[src/rtl/debounce_pkg.sv]
// -----------------------------------------------------------------------------
// debounce_pkg
// Shared definitions for the button debouncer:
//   - DEFAULT_STABLE_CYCLES : default qualification length in synchronized samples
//   - state_e               : debouncer FSM state encoding
//   - state_level           : debounced level associated with a state
// -----------------------------------------------------------------------------
package debounce_pkg;

    localparam int DEFAULT_STABLE_CYCLES = 4;

    typedef enum logic [1:0] {
        LOW       = 2'd0,
        WAIT_HIGH = 2'd1,
        HIGH      = 2'd2,
        WAIT_LOW  = 2'd3
    } state_e;

    // The output keeps showing the accepted level while a change is only
    // being qualified, so WAIT_LOW still reports 1 and WAIT_HIGH still 0.
    function automatic logic state_level(input state_e st);
        return (st == HIGH) || (st == WAIT_LOW);
    endfunction

endpackage

[src/rtl/sync_2ff.sv]
// -----------------------------------------------------------------------------
// sync_2ff
// Two-stage synchronizer bringing an asynchronous level into the i_clk domain.
// Ports:
//   i_clk : clock, rising edge
//   i_rst : asynchronous active-high reset, clears both stages
//   i_d   : asynchronous input level
//   o_q   : synchronized level (second stage)
// -----------------------------------------------------------------------------
module sync_2ff (
    input  logic i_clk,
    input  logic i_rst,
    input  logic i_d,
    output logic o_q
);

    logic ff1_q;
    logic ff1_d;
    logic ff2_q;
    logic ff2_d;

    always_comb begin
        ff1_d = i_d;
        ff2_d = ff1_q;
    end

    always_ff @(posedge i_clk or posedge i_rst) begin
        if (i_rst) begin
            ff1_q <= 1'b0;
            ff2_q <= 1'b0;
        end else begin
            ff1_q <= ff1_d;
            ff2_q <= ff2_d;
        end
    end

    assign o_q = ff2_q;

endmodule

[src/rtl/button_debouncer.sv]
// -----------------------------------------------------------------------------
// button_debouncer
// Debounces a raw mechanical button level. The input is synchronized, then a
// four-state FSM accepts a new level only after STABLE_CYCLES+1 consecutive
// synchronized samples agree (the entry sample plus STABLE_CYCLES counted ones).
// Parameters:
//   STABLE_CYCLES : qualification length, legal range 2..65535
// Ports:
//   i_clk   : clock, rising edge
//   i_rst   : asynchronous active-high reset
//   i_btn   : raw asynchronous button level
//   o_level : registered debounced level
//   o_rise  : registered one-cycle pulse on an accepted 0->1 change
//   o_fall  : registered one-cycle pulse on an accepted 1->0 change
// -----------------------------------------------------------------------------
module button_debouncer
    import debounce_pkg::*;
#(
    parameter int STABLE_CYCLES = DEFAULT_STABLE_CYCLES
) (
    input  logic i_clk,
    input  logic i_rst,
    input  logic i_btn,
    output logic o_level,
    output logic o_rise,
    output logic o_fall
);

    localparam int CNT_W = $clog2(STABLE_CYCLES);
    localparam logic [CNT_W-1:0] CNT_LAST = CNT_W'(STABLE_CYCLES - 1);
    localparam logic [CNT_W-1:0] CNT_ONE  = CNT_W'(1);

    logic s;

    state_e           state_q;
    state_e           state_d;
    logic [CNT_W-1:0] cnt_q;
    logic [CNT_W-1:0] cnt_d;
    logic             level_q;
    logic             level_d;
    logic             rise_q;
    logic             rise_d;
    logic             fall_q;
    logic             fall_d;

    sync_2ff u_sync (
        .i_clk (i_clk),
        .i_rst (i_rst),
        .i_d   (i_btn),
        .o_q   (s)
    );

    // Next-state and counter logic. The counter stops at CNT_LAST because the
    // state leaves the WAIT_* state on that same sample, so it never wraps.
    always_comb begin
        state_d = state_q;
        cnt_d   = cnt_q;
        unique case (state_q)
            LOW: begin
                if (s) begin
                    state_d = WAIT_HIGH;
                    cnt_d   = '0;
                end
            end
            WAIT_HIGH: begin
                if (!s) begin
                    state_d = LOW;
                end else if (cnt_q == CNT_LAST) begin
                    state_d = HIGH;
                end else begin
                    cnt_d = cnt_q + CNT_ONE;
                end
            end
            HIGH: begin
                if (!s) begin
                    state_d = WAIT_LOW;
                    cnt_d   = '0;
                end
            end
            WAIT_LOW: begin
                if (s) begin
                    state_d = HIGH;
                end else if (cnt_q == CNT_LAST) begin
                    state_d = LOW;
                end else begin
                    cnt_d = cnt_q + CNT_ONE;
                end
            end
            default: begin
                state_d = LOW;
                cnt_d   = '0;
            end
        endcase
    end

    // Outputs are registered from the next state so that the pulse and the
    // new level appear together, in the cycle right after the accepting edge.
    always_comb begin
        level_d = state_level(state_d);
        rise_d  = (state_q == WAIT_HIGH) && (state_d == HIGH);
        fall_d  = (state_q == WAIT_LOW)  && (state_d == LOW);
    end

    always_ff @(posedge i_clk or posedge i_rst) begin
        if (i_rst) begin
            state_q <= LOW;
            cnt_q   <= '0;
            level_q <= 1'b0;
            rise_q  <= 1'b0;
            fall_q  <= 1'b0;
        end else begin
            state_q <= state_d;
            cnt_q   <= cnt_d;
            level_q <= level_d;
            rise_q  <= rise_d;
            fall_q  <= fall_d;
        end
    end

    assign o_level = level_q;
    assign o_rise  = rise_q;
    assign o_fall  = fall_q;

endmodule

[config.mk]
export PLATFORM = sky130hd
export DESIGN_NAME = button_debouncer
export DESIGN_NICKNAME = d
export VERILOG_FILES = /design/src/rtl/debounce_pkg.sv /design/src/rtl/sync_2ff.sv /design/src/rtl/button_debouncer.sv
export SDC_FILE = /design/constraint.sdc
export NUM_CORES = 1
export LEC_CHECK = 0
export ABC_AREA = 1
export BUFFER_PORTS_ARGS = -buffer_cell sky130_fd_sc_hd__buf_4
export CAP_MARGIN = 20
export CORE_AREA = 2 2 39 41
export DETAILED_ROUTE_END_ITERATION = 7
export DIE_AREA = 0 0 41 43
export PLACE_DENSITY = 0.43
export SYNTH_ARGS = -nofsm -noshare
export SYNTH_HDL_FRONTEND = slang
export SYNTH_SLANG_ARGS = --single-unit
[constraint.sdc]
create_clock -name i_clk -period 2.45 [get_ports i_clk]
set_input_delay 0.245 -clock i_clk [delete_from_list [all_inputs] [get_ports i_clk]]
set_output_delay 0.245 -clock i_clk [all_outputs]
set_load 0.005 [all_outputs]
[Word-level counts from Yosys, hierarchy flattened]
Index checks and enable logic that the tools add are counted.
Cells by class
  $add $sub $neg: 1
  eq/ne operators: 10
  multiplexer cells: 13
  reduce and logical (&&, ||, !) cells: 6
Operators with widths (count)
  $mux 2: 11
  $pmux 2 s4: 2
  $eq 2x2->1 const B: 5
  $logic_not 2->1: 2
  $ne 2x1->1 const B: 2
  $ne 2x2->1 const B: 2
  $reduce_and 4->1: 1
  $add 2x1->2 const B: 1
  $eq 2x1->1 const B: 1
  $logic_and 1x1->1: 2
  $logic_or 1x1->1: 1
Word-level totals
  register bits after elaboration: 9
  output and inout port bits: 3
  logic and storage cells: 37

[Depth between registers and ports, before layout]
Gate-level depths: netlist of the first run.
  depth after elaboration: 6
  depth in mapped cells: 6

[By module]
Synthesis of the first run repeated with hierarchy kept, for this count alone.
Unflattened totals
  cell total of the unflattened synthesis: 36
  area, all modules: 342.8 um^2
By module, submodules not included
  button_debouncer: times used 1, cells each 33, area each 289.0 um^2
  sync_2ff: times used 1, cells each 3, area each 53.8 um^2

[Worst setup path after synthesis of the first run]
OpenSTA, ideal clock, no wires.
  kind: reg-to-reg
  from: register cnt_q[0]
  to: register level_q (netlist: o_level)
  data arrival time: 917 ps
  required time: 2330 ps
  setup slack: 1413 ps
  stages on the path, launching flop included: 6
  path buffers: 0
  period minus slack after synthesis: 1037 ps
  cell sequence: dfrtp_1 > ha_1 > nand2_1 > nand2_1 > o21ai_1 > inv_1
Between the ends
  longest elaborated chain between the ends: 6
  elaborated cells between the ends (all ways): 9
Ends and longest elaborated chain
  from (decl): RTL line button_debouncer.sv:37  | logic [CNT_W-1:0] cnt_q;
  from (signal assigned): RTL line button_debouncer.sv:113  | cnt_q <= cnt_d;
  $eq 2x2->1 (*): RTL line button_debouncer.sv:68, button_debouncer.sv:83
  $mux 2 (on tied branches): RTL line button_debouncer.sv:83, button_debouncer.sv:68
  $mux 2 (on tied branches): RTL line button_debouncer.sv:81, button_debouncer.sv:66
  $pmux 2 s4 (*): RTL line button_debouncer.sv:58  | unique case (state_q)
  $eq 2x2->1: RTL line debounce_pkg.sv:22  | return (st == HIGH) || (st == WAIT_LOW);
  $logic_or 1x1->1 (*): RTL line debounce_pkg.sv:22
  net level_d: RTL line button_debouncer.sv:40  | logic level_d;
  to (signal assigned): RTL line button_debouncer.sv:114  | level_q <= level_d;
  to (decl): RTL line button_debouncer.sv:39  | logic level_q;
The timed path passes the listed nets; every way through them passes the cells marked *.
A chain may end at the register's enable or synchronous reset.

[Worst setup path in the final report of the first run]
  from: register cnt_q[0]
  to: register state_q[1]
Between the ends
  longest elaborated chain between the ends: 4
  elaborated cells between the ends (all ways): 6
Ends and longest elaborated chain
  $eq 2x2->1 (*): RTL line button_debouncer.sv:68, button_debouncer.sv:83
  $mux 2 (on tied branches): RTL line button_debouncer.sv:83, button_debouncer.sv:68
  $mux 2 (on tied branches): RTL line button_debouncer.sv:81, button_debouncer.sv:66
  $pmux 2 s4 (*): RTL line button_debouncer.sv:58
  net state_d[1]: RTL line button_debouncer.sv:36  | state_e state_d;
  to (signal assigned): RTL line button_debouncer.sv:112  | state_q <= state_d;
  to (decl): RTL line button_debouncer.sv:35  | state_e state_q;
Marks and branches as above.

==> impl_metrics.tcl, run 1 <==
set metrics [dict create \
    dieWidth_um 41 \
    drt_wl_total_um 512 \
    finalSetupViolCount 0 \
    antenna_found_initial 0 \
    routabilityCongestion 0.681 \
    syn_inst 35 \
    r2r_cells 5 \
    critPathLaunchType "flip-flop" \
    critPathRequiredTime_ns 2.60 \
    post_cts_buffers 0 \
    numCtsBuffers 3 \
    dieArea_mm2 0.00176 \
    dp_hpwl_um 417 \
    critPathCapture "state_q[1]$_DFF_PP0_" \
    drive_above_1_share_pct 22.2 \
    port-buffer-count 5 \
    clock_sinks 9 \
    placed_area_um2 397 \
    fin_crit_ns 1.14 \
    slew_violations 0 \
    synth_nets 39 \
    fin_skew_ns 0.00743 \
    clk_pin_slew_ns 0.07 \
    syn_area_per_cell_um2 9.69 \
    core_region_area_mm2 0.00138 \
    ys_seq_area_share_pct 66.4 \
    nNetsFinal 50 \
    htreeDepth 1 \
    period_share_pct 46.5 \
    outcome "finished, final reports clean" \
    synth_top_area_share_pct 66.4 \
    hold_violations 0 \
    die_h_um 43 \
    start_util_pct 24.5 \
    tns_ns 0 \
    hp-class "primary input to flip-flop" \
    grt_first_pass_wirelength_um 1010 \
    max_slew_margin_pct 77.7 \
    cp-end-kind "flip-flop" \
    viasPerCell 4.00 \
    ioPinCount 6 \
    r2r-start "cnt_q[0]$_DFFE_PP0P_" \
    grt_max_degree 10 \
    tightest_slew_ns 0.334 \
    power_density_mw_per_mm2 980 \
    crit_fanout 7 \
    yosysWarnings 0 \
    wl_per_cell_um 8.39 \
    ant_nets 0 \
    rsz0062_at_grt "no" \
    drcViolationCount 0 \
    drt_iter0_drc 0 \
    grt_overflow 0 \
    drv_cap 0 \
    synth_area_um2 339 \
    leakage_nw 0.257 \
    r2r_slack_ns 1.31 \
    insertion_delay_ns 0.26 \
    timing.fmax_mhz 878 \
    cts.path.max_buffers 2 \
    ys_ff_latch 9 \
    num-fill-cells 146 \
    vias 244 \
    areaGrowthSynthToFinish_pct 28.0 \
    worstPathArrival_ns 1.29 \
    track_usage_pct 9.47 \
    diodes 0 \
    ys_top_cells_by_area "dfrtp_1, nand2_1, inv_1" \
    grt_pass1_vias 252 \
    cts_tree "built" \
    cts_root_buf "clkbuf_4" \
    p_total_uw 426 \
    r2r_end "state_q[1]$_DFF_PP0_" \
    critical_path.startpoint "cnt_q[0]$_DFFE_PP0P_" \
    peakVddDrop_uv 451 \
    criticalPathCategory "flip-flop to flip-flop" \
    firstDrtPassIters 1 \
    yosysUniqueCellTypes 9 \
    design_area_um2 434 \
    yosysTopAreaCell "dfrtp_1" \
    rows 14 \
]
[placed cells by master (no fill, tap or decap)]
cell           netlist  layout
o21ai_1              1       1
nand2_2              1       1
nand3_1              2       2
buf_4                0       5
dfrtp_1              9       9
inv_1                8       8
nor3_1               1       1
clkbuf_4             0       3
nor2_1               2       2
dlygate4sd3_1        0       1
nand2_1             10      10
ha_1                 1       1
clkinv_2             0       1
[report_power, final]
part	switching, mW	leakage (nW)	internal [mW]	total, mW
Clock	0.0527	0.0177	0.0601	0.113
Sequential	0.0205	0.113	0.186	0.207
Combinational	0.0612	0.126	0.0447	0.106
[per-layer routing]
metal  vias up  GRT usage, %  part of all wire, %
li1        122             -                    -
met1       115          8.08                   38
met2         5          14.1                   55
met3         2          4.71                  4.5
met4         0          10.0                  1.6
met5         -             0                    0
[metrics by stage]
step	util, %	hold slack (ns)	std cells	setup WS, ns
after global routing	31.4	0.0673	61	1.21
after CTS	31.4	0.0874	61	1.30
after global placement	28.7	0.220	56	1.34
after floorplan	-	0.0729	35	1.41
final	31.4	0.0900	61	1.31
after detailed placement	28.7	0.235	56	1.30
[area by class of cell]
cell class / instances / area [um^2] / share of cell area, %
sequential: 9 / 225 / 51.9
multi-input combinational: 18 / 83.8 / 19.3
timing repair buffer: 6 / 47.5 / 11.0
inverter: 8 / 30.0 / 6.92
clock buffer: 3 / 22.5 / 5.19
tap: 16 / 20.0 / 4.61
clock inverter: 1 / 5.00 / 1.15
[registers in the layout, indices dropped and copies added (netlist names)]
name and cells:
state_q 2, o_rise 1, u_sync.o_q 1, cnt_q 2, o_fall 1, o_level 1, u_sync.ff1_q 1
[how the worst min path moves through the flow]
| stage | endpoint | from | depth (start not counted) |
|---|---|---|---|
| 2_1_floorplan | cnt_q[0]$_DFFE_PP0P_ | i_rst | 1 |
| 3_3_place_gp | state_q[0]$_DFF_PP0_ | i_rst | 2 |
| 3_5_place_dp | u_sync.ff1_q$_DFF_PP0_ | i_rst | 2 |
| 4_1_cts | u_sync.ff1_q$_DFF_PP0_ | i_btn | 1 |
| 5_1_grt | u_sync.ff1_q$_DFF_PP0_ | i_btn | 1 |
| 6_report | u_sync.ff1_q$_DFF_PP0_ | i_btn | 1 |
[worst max-delay path, cell delays in order (launching register included)]
cell and delay (ns):
dfrtp_1 0.40, ha_1 0.21, nand2_1 0.20, nand2_1 0.07, o21ai_1 0.11, inv_1 0.06
[synth_stat cells]
| master | number |
|---|---|
| o21ai_1 | 1 |
| inv_1 | 8 |
| nor2_1 | 2 |
| nand3_1 | 2 |
| nor3_1 | 1 |
| ha_1 | 1 |
| nand2_2 | 1 |
| dfrtp_1 | 9 |
| nand2_1 | 10 |
[kinds of logic (layout without fill, tap and decap cells)]
logic type,after synthesis,after routing,share of synthesized area [%]
DFF,9,9,66.4
buffers and inverters,8,18,8.86
AOI/OAI and AO/OA,1,1,1.47
and+or+nand+nor,16,16,19.6
adders and majority gates,1,1,3.69
[repair_timing]
item | CTS | global route
hold buffers | 1 | 0
hold endpoints to repair | 9 | 0
resized for setup | 0 | 0
(Power assumes the default switching activity.)
==> run 2: changes to the inputs <==
--- a/config.mk
+++ b/config.mk
@@ -5,13 +5,13 @@
 export SDC_FILE = /design/constraint.sdc
 export NUM_CORES = 1
 export LEC_CHECK = 0
-export ABC_AREA = 1
+export ABC_AREA = 0
 export BUFFER_PORTS_ARGS = -buffer_cell sky130_fd_sc_hd__buf_4
 export CAP_MARGIN = 20
 export CORE_AREA = 2 2 39 41
 export DETAILED_ROUTE_END_ITERATION = 7
 export DIE_AREA = 0 0 41 43
-export PLACE_DENSITY = 0.43
+export PLACE_DENSITY = 0.42
 export SYNTH_ARGS = -nofsm -noshare
 export SYNTH_HDL_FRONTEND = slang
 export SYNTH_SLANG_ARGS = --single-unit
==> constraint.sdc (replaced) <==
create_clock -name i_clk -period 1.2 [get_ports i_clk]
set_input_delay 0.12 -clock i_clk [delete_from_list [all_inputs] [get_ports i_clk]]
set_output_delay 0.12 -clock i_clk [all_outputs]
set_load 0.005 [all_outputs]
==> run 2 against run 1 <==
Sequential cell count unchanged. Critical path type unchanged. Largest power group unchanged. Non-clock buffer count rose by 3. Total power rose by 120%. Routed wire length up 1.6%.
==> impl_metrics.tcl, run 2 <==
set metrics [dict create \
    worstHoldEndpoint "u_sync.o_q$_DFF_PP0_" \
    dieWidth_um 41 \
    cts.path.max_buffers 2 \
    peakVddDrop_uv 737 \
    htreeDepth 1 \
    rows 14 \
    drcViolationCount 0 \
    routabilityCongestion 0.659 \
    yosysUniqueCellTypes 11 \
    finalNonFillerCells 52 \
    outcome "finished, final reports clean" \
    r2r-start "cnt_q[0]$_DFFE_PP0P_" \
    yosysWarnings 0 \
    slew_violations 0 \
    synth_edf_count 0 \
    ys_top_cells_by_area "dfrtp_1, mux2_1, nor3b_1" \
    r2r_cells 3 \
    wl_per_cell_um 10.0 \
    synth_most_common_cell "dfrtp_1" \
    track_usage_pct 7.86 \
    synth_top_area_share_pct 68.2 \
    ioPinCount 6 \
    areaGrowthSynthToFinish_pct 36.7 \
    timing.fmax_mhz 861 \
    clk_pin_slew_ns 0.06 \
    synth_area_um2 330 \
    synth_nets 27 \
    clock_sinks 9 \
    power_density_mw_per_mm2 2030 \
    drv_cap 0 \
    r2r_slack_ns 0.04 \
    grt_max_degree 10 \
    core_region_area_mm2 0.00138 \
    hp-class "flip-flop to flip-flop" \
    ant_nets 0 \
    critPathLaunchType "flip-flop" \
    cp-end-kind "flip-flop" \
    synth_ff_type "dfrtp_1" \
    tightest_slew_ns 0.339 \
    fin_crit_ns 1.16 \
    ys_seq_area_share_pct 68.2 \
    seqCellArea_um2 225 \
    cts_tree "built" \
    rsz0062_at_grt "no" \
    period_share_pct 96.7 \
    dp_cells 45 \
    criticalPathCategory "flip-flop to flip-flop" \
    hold_violations 0 \
    syn_area_per_cell_um2 14.4 \
    grt_overflow 0 \
    critPathRequiredTime_ns 1.33 \
    synth_commonest_cells "dfrtp_1, inv_1, mux2_1, nor3b_1" \
    r2r_end "state_q[1]$_DFF_PP0_" \
    fin_skew_ns 0.00769 \
    leakage_nw 0.221 \
    diodes 0 \
    max_slew_margin_pct 77.4 \
    insertion_delay_ns 0.26 \
    final_common_cell "dfrtp_1" \
    final_cell_mix "dfrtp_1, buf_4, inv_1, clkbuf_4" \
    tns_ns 0 \
    async_flop_share_pct 100 \
    die_h_um 43 \
    cts_root_buf "clkbuf_4" \
    multi_input_area_um2 96.3 \
    syn_inst 23 \
    crit_fanout 5 \
    port-buffer-count 5 \
    antenna_found_initial 0 \
    reg.largest.list "cnt_q x2, state_q x2" \
    grt_first_pass_wirelength_um 834 \
    viasPerCell 4.21 \
    num-fill-cells 142 \
    dieArea_mm2 0.00176 \
    nNetsFinal 41 \
    drt_iter0_drc 1 \
    yosysTopAreaCell "dfrtp_1" \
    grt_pass1_vias 226 \
    drt_wl_total_um 520 \
    ys_ff_latch 9 \
    dp_hpwl_um 374 \
    start_util_pct 23.9 \
    drive_above_1_share_pct 33.3 \
    whs_path_depth 0 \
    firstDrtPassIters 2 \
    hp-start "u_sync.ff1_q$_DFF_PP0_" \
    numCtsBuffers 3 \
    worstPathArrival_ns 1.30 \
    finalSetupViolCount 0 \
    vias 219 \
]
run 2: cell count changes in the layout (fill, tap and decap cells not counted), moves of 2 or more:
cell     change
nand2_1     -10
nand3_1      -2
nor2_1       -2
nor3b_1      +2
buf_4        +2
mux2_1       +2
inv_1        -5
run 2: routing by layer:
metal,share of wire [%],GRT usage [%],up-vias
met5,0,0,-
met4,2.9,10.0,0
li1,-,-,103
met2,49,11.9,5
met3,3.5,1.57,2
met1,44,7.12,109
run 2: how the worst max path moves through the flow:
stage                         start                    to  slack, ns  cells after the start
2_1_floorplan  cnt_q[0]$_DFFE_PP0P_     o_level$_DFF_PP0_       0.06                      3
3_3_place_gp   cnt_q[0]$_DFFE_PP0P_     o_level$_DFF_PP0_       0.03                      3
3_5_place_dp   cnt_q[0]$_DFFE_PP0P_  state_q[1]$_DFF_PP0_     0.0003                      3
4_1_cts        cnt_q[0]$_DFFE_PP0P_  state_q[1]$_DFF_PP0_       0.03                      3
5_1_grt        cnt_q[0]$_DFFE_PP0P_  state_q[1]$_DFF_PP0_      0.004                      3
6_report       cnt_q[0]$_DFFE_PP0P_  state_q[1]$_DFF_PP0_       0.04                      3
run 2: layout make-up:
cell class                      count  share of cell area, %
Clock buffer                        4                   5.82
Timing Repair Buffer                9                   16.1
Tap cell                           16                   4.43
Sequential cell                     9                   49.9
Multi-Input combinational cell     11                   21.3
Inverter                            3                   2.49
run 2: logic make-up (layout without fill, tap and decap cells):
| group | Yosys count | count (layout) | synth area share (%) |
|---|---|---|---|
| multiplexers | 3 | 3 | 9.85 |
| buffers and inverters | 3 | 16 | 3.41 |
| adder cells (fa/ha/maj) | 1 | 1 | 3.79 |
| flip-flops | 9 | 9 | 68.2 |
| XOR/XNOR | 1 | 1 | 2.65 |
| AO/OA/AOI/OAI | 1 | 1 | 1.90 |
| AND/OR/NAND/NOR | 5 | 5 | 10.2 |
run 2: what timing repair did:
action / CTS / global route
setup endpoints to repair: 2 / 2
setup buffers: 0 / 1
gates resized for setup: 1 / 0
pin swaps: 0 / 1
hold endpoints to repair: 10 / 0
hold buffers: 2 / 0
run 2: critical path, cell delays in order (launching register included):
cell and delay [ns]:
dfrtp_1 0.38, ha_1 0.22, nand2_2 0.11, mux2_1 0.33
run 2: report_power, final:
part | switching [mW] | total [mW] | internal [mW]
Sequential | 0.0555 | 0.443 | 0.388
Clock | 0.102 | 0.230 | 0.128
Combinational | 0.102 | 0.246 | 0.144
Total | 0.259 | 0.919 | 0.659
run 2: metrics by stage:
| stage | total power, mW | hold WS [ns] | cell area [um^2] | worst slack [ns] | util (%) |
|---|---|---|---|---|---|
| global route | 0.977 | 0.379 | 452 | 0.00380 | 32.6 |
| finish | 0.919 | 0.354 | 452 | 0.0391 | 32.6 |
| detailed placement | 0.680 | 0.104 | 395 | 0.000299 | 28.6 |
| global placement | 0.662 | 0.0976 | 395 | 0.0273 | 28.6 |
| floorplan | 0.585 | -0.0521 | 330 | 0.0568 | - |
| CTS | 0.926 | 0.357 | 444 | 0.0291 | 32.1 |
